<file path="config.mk">
export PLATFORM = sky130hd
export DESIGN_NAME = instr_loader
export DESIGN_NICKNAME = d
export VERILOG_FILES = /design/src/rtl/instr_loader_pkg.sv /design/src/rtl/instr_loader_byte_word_asm.sv /design/src/rtl/instr_loader.sv
export SDC_FILE = /design/constraint.sdc
export NUM_CORES = 1
export LEC_CHECK = 0
export BUFFER_PORTS_ARGS = -buffer_cell sky130_fd_sc_hd__buf_2
export CAP_MARGIN = 10
export CORE_UTILIZATION = 25
export CTS_CLUSTER_SIZE = 40
export DETAILED_ROUTE_END_ITERATION = 12
export GPL_TIMING_DRIVEN = 0
export PLACE_DENSITY = 0.45
export SLEW_MARGIN = 20
export SYNTH_ARGS = -nofsm -noshare
export SYNTH_HDL_FRONTEND = slang
export SYNTH_HIERARCHICAL = 1
export SYNTH_SLANG_ARGS = --single-unit
</file>
<file path="constraint.sdc">
create_clock -name clk -period 3.8 [get_ports clk]
set_input_delay 0 -clock clk [delete_from_list [all_inputs] [get_ports clk]]
set_output_delay 0 -clock clk [all_outputs]
set_load 0.01 [all_outputs]
</file>
<file path="src/rtl/instr_loader_pkg.sv">
// Shared types and constants for the instruction boot loader.
//   state_t        : loader framing states
//   BYTE_W/WORD_W  : stream byte and instruction word widths
//   LEN_W          : width of the frame length header (word count)
package instr_loader_pkg;

  localparam int unsigned BYTE_W = 8;
  localparam int unsigned WORD_W = 32;
  localparam int unsigned LEN_W  = 16;

  typedef enum logic [2:0] {
    LEN_LO,
    LEN_HI,
    DATA,
    CHK,
    DONE,
    ERR
  } state_t;

  // States in which the loader takes bytes from the host link.
  function automatic logic accepts_bytes(input state_t s);
    return (s == LEN_LO) || (s == LEN_HI) || (s == DATA) || (s == CHK);
  endfunction

endpackage

</file>
<file path="src/rtl/instr_loader_byte_word_asm.sv">
// Little-endian byte-to-word assembler.
//   clk, reset    : clock, synchronous active-low reset
//   clear         : synchronous clear (loader re-arm)
//   byte_en       : a stream byte is accepted this cycle
//   byte_in       : the accepted byte
//   last_byte_c   : next accepted byte completes a word (combinational)
//   word_valid    : one-cycle pulse, word_data holds a completed word
//   word_data     : assembled word, byte0 in bits [7:0]
module byte_word_asm
  import instr_loader_pkg::*;
(
  input  logic              clk,
  input  logic              reset,
  input  logic              clear,
  input  logic              byte_en,
  input  logic [BYTE_W-1:0] byte_in,
  output logic              last_byte_c,
  output logic              word_valid,
  output logic [WORD_W-1:0] word_data
);

  localparam int unsigned SHIFT_W = WORD_W - BYTE_W;

  logic [1:0]         idx_q;
  logic [SHIFT_W-1:0] shift_q;

  assign last_byte_c = (idx_q == 2'd3);

  // Bytes shift in from the top so the first byte ends up lowest.
  always_ff @(posedge clk) begin
    if (!reset || clear) begin
      idx_q      <= 2'd0;
      shift_q    <= '0;
      word_valid <= 1'b0;
      word_data  <= '0;
    end else begin
      word_valid <= 1'b0;
      if (byte_en) begin
        idx_q <= idx_q + 2'd1;
        if (last_byte_c) begin
          word_data  <= {byte_in, shift_q};
          word_valid <= 1'b1;
        end else begin
          shift_q <= {byte_in, shift_q[SHIFT_W-1:BYTE_W]};
        end
      end
    end
  end

endmodule

</file>
<file path="src/rtl/instr_loader.sv">
// Byte-stream boot loader: parses a length-framed, XOR-checksummed byte
// stream, writes little-endian 32-bit words to sequential imem addresses
// and holds the core in reset until a good frame has been loaded.
//   clk, reset   : clock, synchronous active-low reset
//   in_valid/in_data/in_ready : host byte stream handshake
//   start        : re-arm pulse, honoured only in DONE or ERR
//   imem_we/imem_addr/imem_wdata : imem write port (one pulse per word)
//   cpu_reset    : core reset, released only after a good load
//   done, error  : load outcome levels
module instr_loader
  import instr_loader_pkg::*;
#(
  parameter int unsigned ADDR_WIDTH = 8
) (
  input  logic                  clk,
  input  logic                  reset,
  input  logic                  in_valid,
  input  logic [BYTE_W-1:0]     in_data,
  output logic                  in_ready,
  input  logic                  start,
  output logic                  imem_we,
  output logic [ADDR_WIDTH-1:0] imem_addr,
  output logic [WORD_W-1:0]     imem_wdata,
  output logic                  cpu_reset,
  output logic                  done,
  output logic                  error
);

  // Capacity in words, wide enough to compare against any 16-bit header.
  localparam logic [32:0] DEPTH_L = 33'(1) << ADDR_WIDTH;

  state_t                state_q, state_d;
  logic [BYTE_W-1:0]     len_lo_q, len_lo_d;
  logic [LEN_W-1:0]      len_q, len_d;
  logic [LEN_W-1:0]      word_cnt_q, word_cnt_d;
  logic [BYTE_W-1:0]     chk_q, chk_d;
  logic [ADDR_WIDTH-1:0] addr_d;
  logic                  cpu_reset_d, done_d, error_d;

  logic                  accept_c;
  logic                  byte_en_c;
  logic                  clear_c;
  logic                  last_byte_c;
  logic [LEN_W-1:0]      len_rx_c;

  // Ready is withheld while reset is asserted so no byte is lost to it.
  assign in_ready = reset && accepts_bytes(state_q);
  assign accept_c = in_valid && in_ready;
  assign len_rx_c = {in_data, len_lo_q};

  byte_word_asm u_asm (
    .clk         (clk),
    .reset       (reset),
    .clear       (clear_c),
    .byte_en     (byte_en_c),
    .byte_in     (in_data),
    .last_byte_c (last_byte_c),
    .word_valid  (imem_we),
    .word_data   (imem_wdata)
  );

  // Next-state and datapath update.
  always_comb begin
    state_d     = state_q;
    len_lo_d    = len_lo_q;
    len_d       = len_q;
    word_cnt_d  = word_cnt_q;
    chk_d       = chk_q;
    addr_d      = imem_addr;
    cpu_reset_d = cpu_reset;
    done_d      = done;
    error_d     = error;
    byte_en_c   = 1'b0;
    clear_c     = 1'b0;

    unique case (state_q)
      LEN_LO: begin
        if (accept_c) begin
          len_lo_d = in_data;
          chk_d    = chk_q ^ in_data;
          state_d  = LEN_HI;
        end
      end

      LEN_HI: begin
        if (accept_c) begin
          len_d = len_rx_c;
          chk_d = chk_q ^ in_data;
          if (33'(len_rx_c) > DEPTH_L) begin
            state_d = ERR;
            error_d = 1'b1;
          end else if (len_rx_c == '0) begin
            state_d = CHK;
          end else begin
            state_d = DATA;
          end
        end
      end

      DATA: begin
        if (accept_c) begin
          chk_d     = chk_q ^ in_data;
          byte_en_c = 1'b1;
          // Address is latched alongside the assembled word so both
          // appear together on the write pulse.
          if (last_byte_c) begin
            addr_d     = ADDR_WIDTH'(word_cnt_q);
            word_cnt_d = word_cnt_q + LEN_W'(1);
            if ((word_cnt_q + LEN_W'(1)) == len_q) begin
              state_d = CHK;
            end
          end
        end
      end

      CHK: begin
        if (accept_c) begin
          if (in_data == chk_q) begin
            state_d     = DONE;
            done_d      = 1'b1;
            cpu_reset_d = 1'b0;
          end else begin
            state_d = ERR;
            error_d = 1'b1;
          end
        end
      end

      DONE, ERR: begin
        if (start) begin
          state_d     = LEN_LO;
          clear_c     = 1'b1;
          len_lo_d    = '0;
          len_d       = '0;
          word_cnt_d  = '0;
          chk_d       = '0;
          addr_d      = '0;
          cpu_reset_d = 1'b1;
          done_d      = 1'b0;
          error_d     = 1'b0;
        end
      end

      default: begin
        state_d = LEN_LO;
      end
    endcase
  end

  // State and output registers.
  always_ff @(posedge clk) begin
    if (!reset) begin
      state_q    <= LEN_LO;
      len_lo_q   <= '0;
      len_q      <= '0;
      word_cnt_q <= '0;
      chk_q      <= '0;
      imem_addr  <= '0;
      cpu_reset  <= 1'b1;
      done       <= 1'b0;
      error      <= 1'b0;
    end else begin
      state_q    <= state_d;
      len_lo_q   <= len_lo_d;
      len_q      <= len_d;
      word_cnt_q <= word_cnt_d;
      chk_q      <= chk_d;
      imem_addr  <= addr_d;
      cpu_reset  <= cpu_reset_d;
      done       <= done_d;
      error      <= error_d;
    end
  end

endmodule
</file>
==> results of run 1 <==
==> worst min-delay path: stages <==
cell    delay (ns)
buf_2         0.23
o22a_1        0.19
nor2_1        0.03
==> kinds of logic after synthesis <==
kind of cell    Yosys count
mux                       4
flops                   121
buf+inv                  67
compound gates          170
simple gates            309
fa+ha+maj                 2
xor+xnor                 31
==> worst max-delay path by stage <==
stage,start,end,slack (ns),depth (start not counted)
finish,state_q[2]$_SDFFE_PN0P_,u_asm/word_data[30]$_SDFFE_PP0P_,1.21,8
global route,state_q[2]$_SDFFE_PN0P_,u_asm/word_data[30]$_SDFFE_PP0P_,1.08,8
CTS,state_q[2]$_SDFFE_PN0P_,u_asm/word_data[30]$_SDFFE_PP0P_,1.24,8
detailed placement,state_q[2]$_SDFFE_PN0P_,u_asm/word_data[30]$_SDFFE_PP0P_,1.26,8
global placement,state_q[2]$_SDFFE_PN0P_,u_asm/word_data[26]$_SDFFE_PP0P_,1.25,8
floorplan,state_q[2]$_SDFFE_PN0P_,u_asm/word_data[11]$_SDFFE_PP0P_,1.77,8
==> cell type report <==
cell class,count,area share [%]
Timing Repair Buffer,64,5.341
Tap cell,280,5.122
Sequential cell,121,35.41
Inverter,11,0.6036
Multi-Input combinational cell,516,40.19
Buffer,56,4.536
Clock buffer,17,6.219
Clock inverter,15,2.579
==> through the flow <==
step | power [mW] | utilization (%) | instance area, um2 | instances
floorplan | 1.428 | - | 5523 | 704
global placement | 1.491 | 28.26 | 6148 | 1039
detailed placement | 1.491 | 28.26 | 6148 | 1039
CTS | 3.169 | 31.44 | 6840 | 1080
global route | 3.236 | 31.44 | 6840 | 1080
finish | 3.120 | 31.44 | 6840 | 1080
==> sequential cells by signal (all words and copies together), names as in the netlist <==
name              flops
chk_q                 8
cpu_reset             1
done                  1
error                 1
imem_addr             8
len_lo_q              8
len_q                16
state_q               3
u_asm/idx_q           2
u_asm/shift_q        24
u_asm/word_data      32
u_asm/word_valid      1
word_cnt_q           16
==> cell usage after synthesis, types with 3 or more instances <==
library cell,instances,area (um2)
nor3_1,6,30.03
inv_1,8,30.03
xnor2_1,16,140.1
a21o_1,3,22.52
nand3b_1,10,75.07
o22a_1,6,52.55
nand3_1,32,160.2
clkbuf_1,22,82.58
a21oi_1,99,495.5
mux2i_1,4,40.04
buf_4,6,45.04
nand4_1,7,43.79
a211oi_1,3,22.52
a21oi_2,22,192.7
nor2_1,48,180.2
buf_2,18,90.09
nand2_1,167,626.9
o21ai_0,26,130.1
nand2b_1,4,25.02
nor4_1,8,50.05
inv_2,3,11.26
xor2_1,15,131.4
and3_1,4,25.02
dfxtp_1,121,2422
buf_6,7,78.83
nor2b_1,3,18.77
==> layer usage <==
metal | routed length, um | vias to the layer above
li1 | - | 2558
met2 | 7271 | 71
met4 | 161 | 0
met5 | 0 | -
met1 | 7855 | 2346
met3 | 613 | 12
==> cell usage in the layout, fill, tap and decap left out, drive strengths merged, types with 15 or more instances in the layout <==
master  Yosys  layout
clkbuf     24      41
dfxtp     121     121
o21ai      28      28
inv        11      19
xnor2      16      16
a21oi     121     121
nor2       48      48
buf        32      87
nand2     168     168
nand3      32      32
xor2       15      15
==> where the power goes <==
part           internal, mW  leakage (nW)  switching [mW]  total [mW]
combinational        0.0579          1.25           0.116       0.174
sequential             1.28         0.977          0.0117        1.29
clock                 0.990         0.295           0.661        1.65
total                  2.33          2.52           0.789        3.12
==> results.md, run 1 <==
* Net Count, Synth at 718
* Worst-skew pair later-pin latency at 0.42 ns
* Max-cap viol count at 0
* Max Freq at 386.6 MHz
* Mux cell area share after synthesis at 0.7250%
* FFs w/ async S/R, synth at 0%
* RR Endpoint: u_asm/word_data[30]$_SDFFE_PP0P_
* Slack of the critical path at 1.214 ns
* Crit. End Element: flop
* CP required at 4.08 ns
* Period minus WS final at 2.586 ns
* TritonRoute pass-1 iters at 4
* Hold Path Sink: state_q[2]$_SDFFE_PN0P_
* R2R Setup Slk at 1.21 ns
* FP Rows at 54
* Die Ht at 150.6 um
* Met3 Usage GRT at 3.152%
* Vias per cell at 4.618
* Main flop type after synthesis: dfxtp_1
* Filler cells at 2428
* Worst hold slack at 0.08344 ns
* Drc violations at 0
* Core area at 21760 um2
* Worst slack, placed at 1.261 ns
* CP Buf/Inv Count at 2
* Cell area power density at 456.0 nW/um2
* Largest net degree at the start of global routing at 17
* EDFF count, synth at 0
* Hold-fix buffers, CTS at 9
* WS Path Type: reg2reg
* CP delay by family, top: simple AND/OR/NAND/NOR gates
* Worst slew pin tran at 0.7692 ns
* Area delta synth->final at 23.86%
* Rel. slew slack at 48.61%
* Final nets at 801
* Ant diodes at 0
* Worst Path Arrival at 2.86 ns
* DIE WIDTH at 150.6 um
* Synth Area in Adders at 0.4531%
* Synth Register Bits at 121
* Synth Area in XOR/XNOR at 4.916%
* Gr usage total at 14.71%
* Buffers on Ports at 55
* Max Root-Sink Buffers at 2
* Crit-path max FO at 10
* # H-tree levels at 4
* DPL Wire Length at 11420 um
* WHS Path Cells at 3
* Drt total wl at 15900 um
* Synthesized area at 5523 um2
* Most frequent CP cell: nand2_1
* Distinct cells, synth at 55
* Status: completed
* Initial antenna violation count at 0
* Antenna viol nets, final at 0
* Routing usage on met2 at 22.79%
* Number of max-slew violations in the final report at 0
* FF-to-FF path depth at 8
* GR peak layer: met2
* Setup_tns at 0 ns
* Post-CTS sizing at 0
* GRT overflow at 0
* Tightest Hold Check Type: in2reg
* Worst setup SP type: flop
* DIE AREA at 22690 um2
* Mean area per synthesized cell at 7.845 um2
* Critical-path cell list: buf_4, nor2b_1, nand2_1, nor3b_1, nand2_1, buf_2, nand2_1, a21oi_1
* RSZ-0062 raised after global routing: false
* Largest family of logic cells by synthesized area: simple AND/OR/NAND/NOR gates
* Seq/Total Area, Yosys at 43.86%
* Starting DRT DRC Count at 308
* Worst-path clk slew at 0.06 ns
* Final worst-path cycle share at 68.06%
* Share of layout cells above drive strength 1 at 19.25%
* Multi-input gate area at 2749 um2
* CTS Root Cell: clkbuf_16
* Ys Warns at 6
* Initial core utilization at 25.39%
* Seq. cell area at 2422 um2
* Synth Area in Compound Gates at 18.15%
* Hold Violations, Final at 0
* First-pass GRT wire length at 25320 um
* Placer Congestion at 0.7989
* Mapped Cells at 704
* Number of setup buffers added after CTS at 0
* Number of setup violations in the final report at 0
* Grt met1 use at 20.24%
* Via count at 4987
* VDD IR max at 0.2807 mV
* # IOs at 57
* CTS tree: yes
* Clock Sinks at 121
* Wire per inst at 14.72 um
* CP max stage cell: nor3b_1
* Fin Clk Skew at 0.006218 ns
* Number of global-route vias before repair at 4604
* LEAKAGE at 2.522 nW
* TritonCTS buffer count at 17
* Critical Path Max Stage Delay at 0.67 ns
* Hold wc startpoint: start
* Worst R2R Start: state_q[2]$_SDFFE_PN0P_
* Post-Synth Simple-Gate Area at 25.53%
Power figures use the tool's default switching activity.
==> run 2: changes to the inputs <==
--- a/config.mk
+++ b/config.mk
@@ -5,13 +5,14 @@
 export SDC_FILE = /design/constraint.sdc
 export NUM_CORES = 1
 export LEC_CHECK = 0
+export ABC_AREA = 1
 export BUFFER_PORTS_ARGS = -buffer_cell sky130_fd_sc_hd__buf_2
 export CAP_MARGIN = 10
 export CORE_UTILIZATION = 25
 export CTS_CLUSTER_SIZE = 40
 export DETAILED_ROUTE_END_ITERATION = 12
 export GPL_TIMING_DRIVEN = 0
-export PLACE_DENSITY = 0.45
+export PLACE_DENSITY = 0.47
 export SLEW_MARGIN = 20
 export SYNTH_ARGS = -nofsm -noshare
 export SYNTH_HDL_FRONTEND = slang
==> constraint.sdc (replaced) <==
create_clock -name clk -period 2.2 [get_ports clk]
set_input_delay 0 -clock clk [delete_from_list [all_inputs] [get_ports clk]]
set_output_delay 0 -clock clk [all_outputs]
set_load 0.01 [all_outputs]
==> run 2 against run 1 <==
- sequential share of layout area decreased by 1.3 points
- count of clock-buffer cells in the layout stayed put
- register-to-register slack got worse by 1.1 ns
- combinational power rose to 4.7 times the previous value
- sequential power rose by 84%
- critical endpoint is now state_q[2]$_SDFFE_PN0P_
- highest routed layer unchanged
==> results.md, run 2 <==
* Hold Violations, Final at 0
* Crit-path max FO at 8
* Post-synth top cells: 222 x nand2_1, 121 x dfxtp_1, 88 x nor2_1, 86 x inv_1, 84 x a21oi_1
* Clock Sinks at 121
* # H-tree levels at 4
* Most frequent cells in the layout: 221 x nand2_1, 115 x dfxtp_1, 86 x inv_1
* Starting DRT DRC Count at 250
* Die Ht at 153.6 um
* Status: completed
* DIE AREA at 23610 um2
* Max Freq at 490.5 MHz
* First-pass GRT wire length at 26240 um
* Distinct cells, synth at 35
* Net Count, Synth at 842
* DPL Wire Length at 11340 um
* GRT overflow at 0
* CTS Root Cell: clkbuf_16
* Synth area leaders: dfxtp_1 42%, nand2_1 14%, a21oi_1 7.3%
* Finished Layout Cells at 1216
* # IOs at 57
* Setup_tns at 0 ns
* Worst setup SP type: flop
* Main flop type after synthesis: dfxtp_1
* Initial core utilization at 25.47%
* Worst slew pin tran at 0.6827 ns
* TritonRoute pass-1 iters at 4
* CP required at 2.51 ns
* Placer Congestion at 0.7977
* Synth Register Bits at 121
* Drc violations at 0
* Share of layout cells above drive strength 1 at 18.80%
* Max-cap viol count at 0
* Number of global-route vias before repair at 4996
* Max reg flops at 32
* Yosys top cell by area: dfxtp_1
* Initial antenna violation count at 0
* Biggest register: u_asm/word_data
* TritonCTS buffer count at 17
* Mean area per synthesized cell at 6.944 um2
* Vias per cell at 4.358
* Largest regs: u_asm/word_data (32), u_asm/shift_q (24)
* FFs w/ async S/R, synth at 0%
* Crit. End Element: flop
* RSZ-0062 raised after global routing: true
* Number of max-slew violations in the final report at 0
* Worst-path clk slew at 0.06 ns
* Final worst-path cycle share at 92.67%
* Rel. slew slack at 54.49%
* Core area at 22570 um2
* Most frequent cell after synthesis: nand2_1
* Antenna viol nets, final at 0
* Drt total wl at 15940 um
* Worst Path Arrival at 2.35 ns
* Synthesized area at 5749 um2
* Mapped Cells at 828
* VDD IR max at 0.4876 mV
* Seq/Total Area, Yosys at 42.13%
* Ant diodes at 0
* DP Cell Count at 1169
* LEAKAGE at 2.892 nW
* R2R Setup Slk at 0.16 ns
* FF-to-FF path depth at 14
* Most common cell after layout, fill and taps aside: nand2_1
* CTS tree: yes
* Wire per inst at 13.10 um
* Largest net degree at the start of global routing at 17
* Fin util at 31.59%
* WHS Path Cells at 5
* Via count at 5299
* Buffers on Ports at 56
* Final nets at 932
* Ys Warns at 6
* Gr usage total at 14.14%
* Max Root-Sink Buffers at 2
* WS Path Type: reg2reg
* Tightest Hold Check Type: in2reg
* Period minus WS final at 2.039 ns
* Cell area power density at 823.8 nW/um2
* Worst-skew pair later-pin latency at 0.42 ns
* EDFF count, synth at 0
* FP Rows at 55
* Number of setup violations in the final report at 0
* Area fraction of the dominant cell type after synthesis at 42.13%
* Fin Clk Skew at 0.01313 ns
* Area delta synth->final at 24.00%
* DIE WIDTH at 153.6 um
==> run 2: cell count changes in the layout (fill, tap and decap cells not counted), sizes merged, moves of 6 or more <==
cell    change
nor2       +49
o22a        -6
nand2      +57
xor2       -12
xnor2       -8
o211a       +6
nor4        -8
a21oi      -35
clkbuf     -15
nand3      +58
inv        +81
==> run 2: cells by family (layout without fill, tap and decap cells) <==
group / count (synthesis) / after routing / synth area share, %
XOR/XNOR: 11 / 11 / 1.676
AND/OR/NAND/NOR: 437 / 437 / 33.82
adder cells (fa/ha/maj): 2 / 2 / 0.4352
flip-flops: 121 / 121 / 42.13
buffers and inverters: 134 / 237 / 10.23
AO/OA/AOI/OAI: 123 / 123 / 11.71
==> run 2: where the power goes <==
group | internal (mW) | switching [mW] | leakage, nW
clock | 1.57 | 1.11 | 0.271
sequential | 2.30 | 0.0768 | 0.982
combinational | 0.277 | 0.536 | 1.64
total | 4.15 | 1.72 | 2.89
==> run 2: area by class of cell <==
class	count	area (um2)
plain buffers	38	227.7
clock buffers	17	425.4
clock inverters	15	141.4
fillers	2508	15440
inverters	96	361.6
multi-input cells	573	2766
flip-flops and latches	121	2432
well taps	285	356.6
repair buffers	71	417.9
==> run 2: what timing repair did <==
item                       4_1_cts  5_1_grt
setup buffers                    1        4
hold endpoints to repair        26        0
pin swaps                        1        4
gates resized for setup          2       16
hold buffers                    10        0
setup endpoints to repair        2       14
==> run 2: worst paths after layout <==
check                                   from                              end
max               word_cnt_q[0]$_SDFFE_PN0P_          state_q[2]$_SDFFE_PN0P_
min                                 in_valid               error$_SDFFE_PN0P_
max reg2reg       word_cnt_q[0]$_SDFFE_PN0P_          state_q[2]$_SDFFE_PN0P_
min reg2reg  u_asm/word_data[8]$_SDFFE_PP0P_  u_asm/word_data[8]$_SDFFE_PP0P_
==> run 2: per-layer routing <==
metal	track usage, %	share of wire [%]	up-vias
li1	-	-	2837
met1	18.93	50	2380
met2	22.71	46	71
met3	2.847	3.1	11
met4	4.524	1.0	0
met5	0	0	-
==> run 2: worst max-delay path: stages (launching register included) <==
cell and delay [ns]:
dfxtp_4 0.37, ha_2 0.20, nand2_1 0.10, nor2_4 0.23, nand4_1 0.15, nand2_1 0.12, nand2_1 0.05, nand2_1 0.06
nand2_1 0.07, nor2_1 0.14, nand3_2 0.12, nand2_2 0.12, nand3_1 0.08, nand2_1 0.07, nor2_1 0.04
==> run 2: per-stage QoR <==
stage	power (mW)	instance area (um2)	hold slack, ns	setup WS (ns)
after floorplan	2.979	5749	0.09300	0.4836
after global placement	3.220	6386	0.3192	-0.04521
after detailed placement	3.221	6386	0.3220	-0.03256
after CTS	5.948	7064	0.05811	0.01670
after global routing	6.179	7129	0.08484	-0.01501
final	5.873	7129	0.06689	0.1613
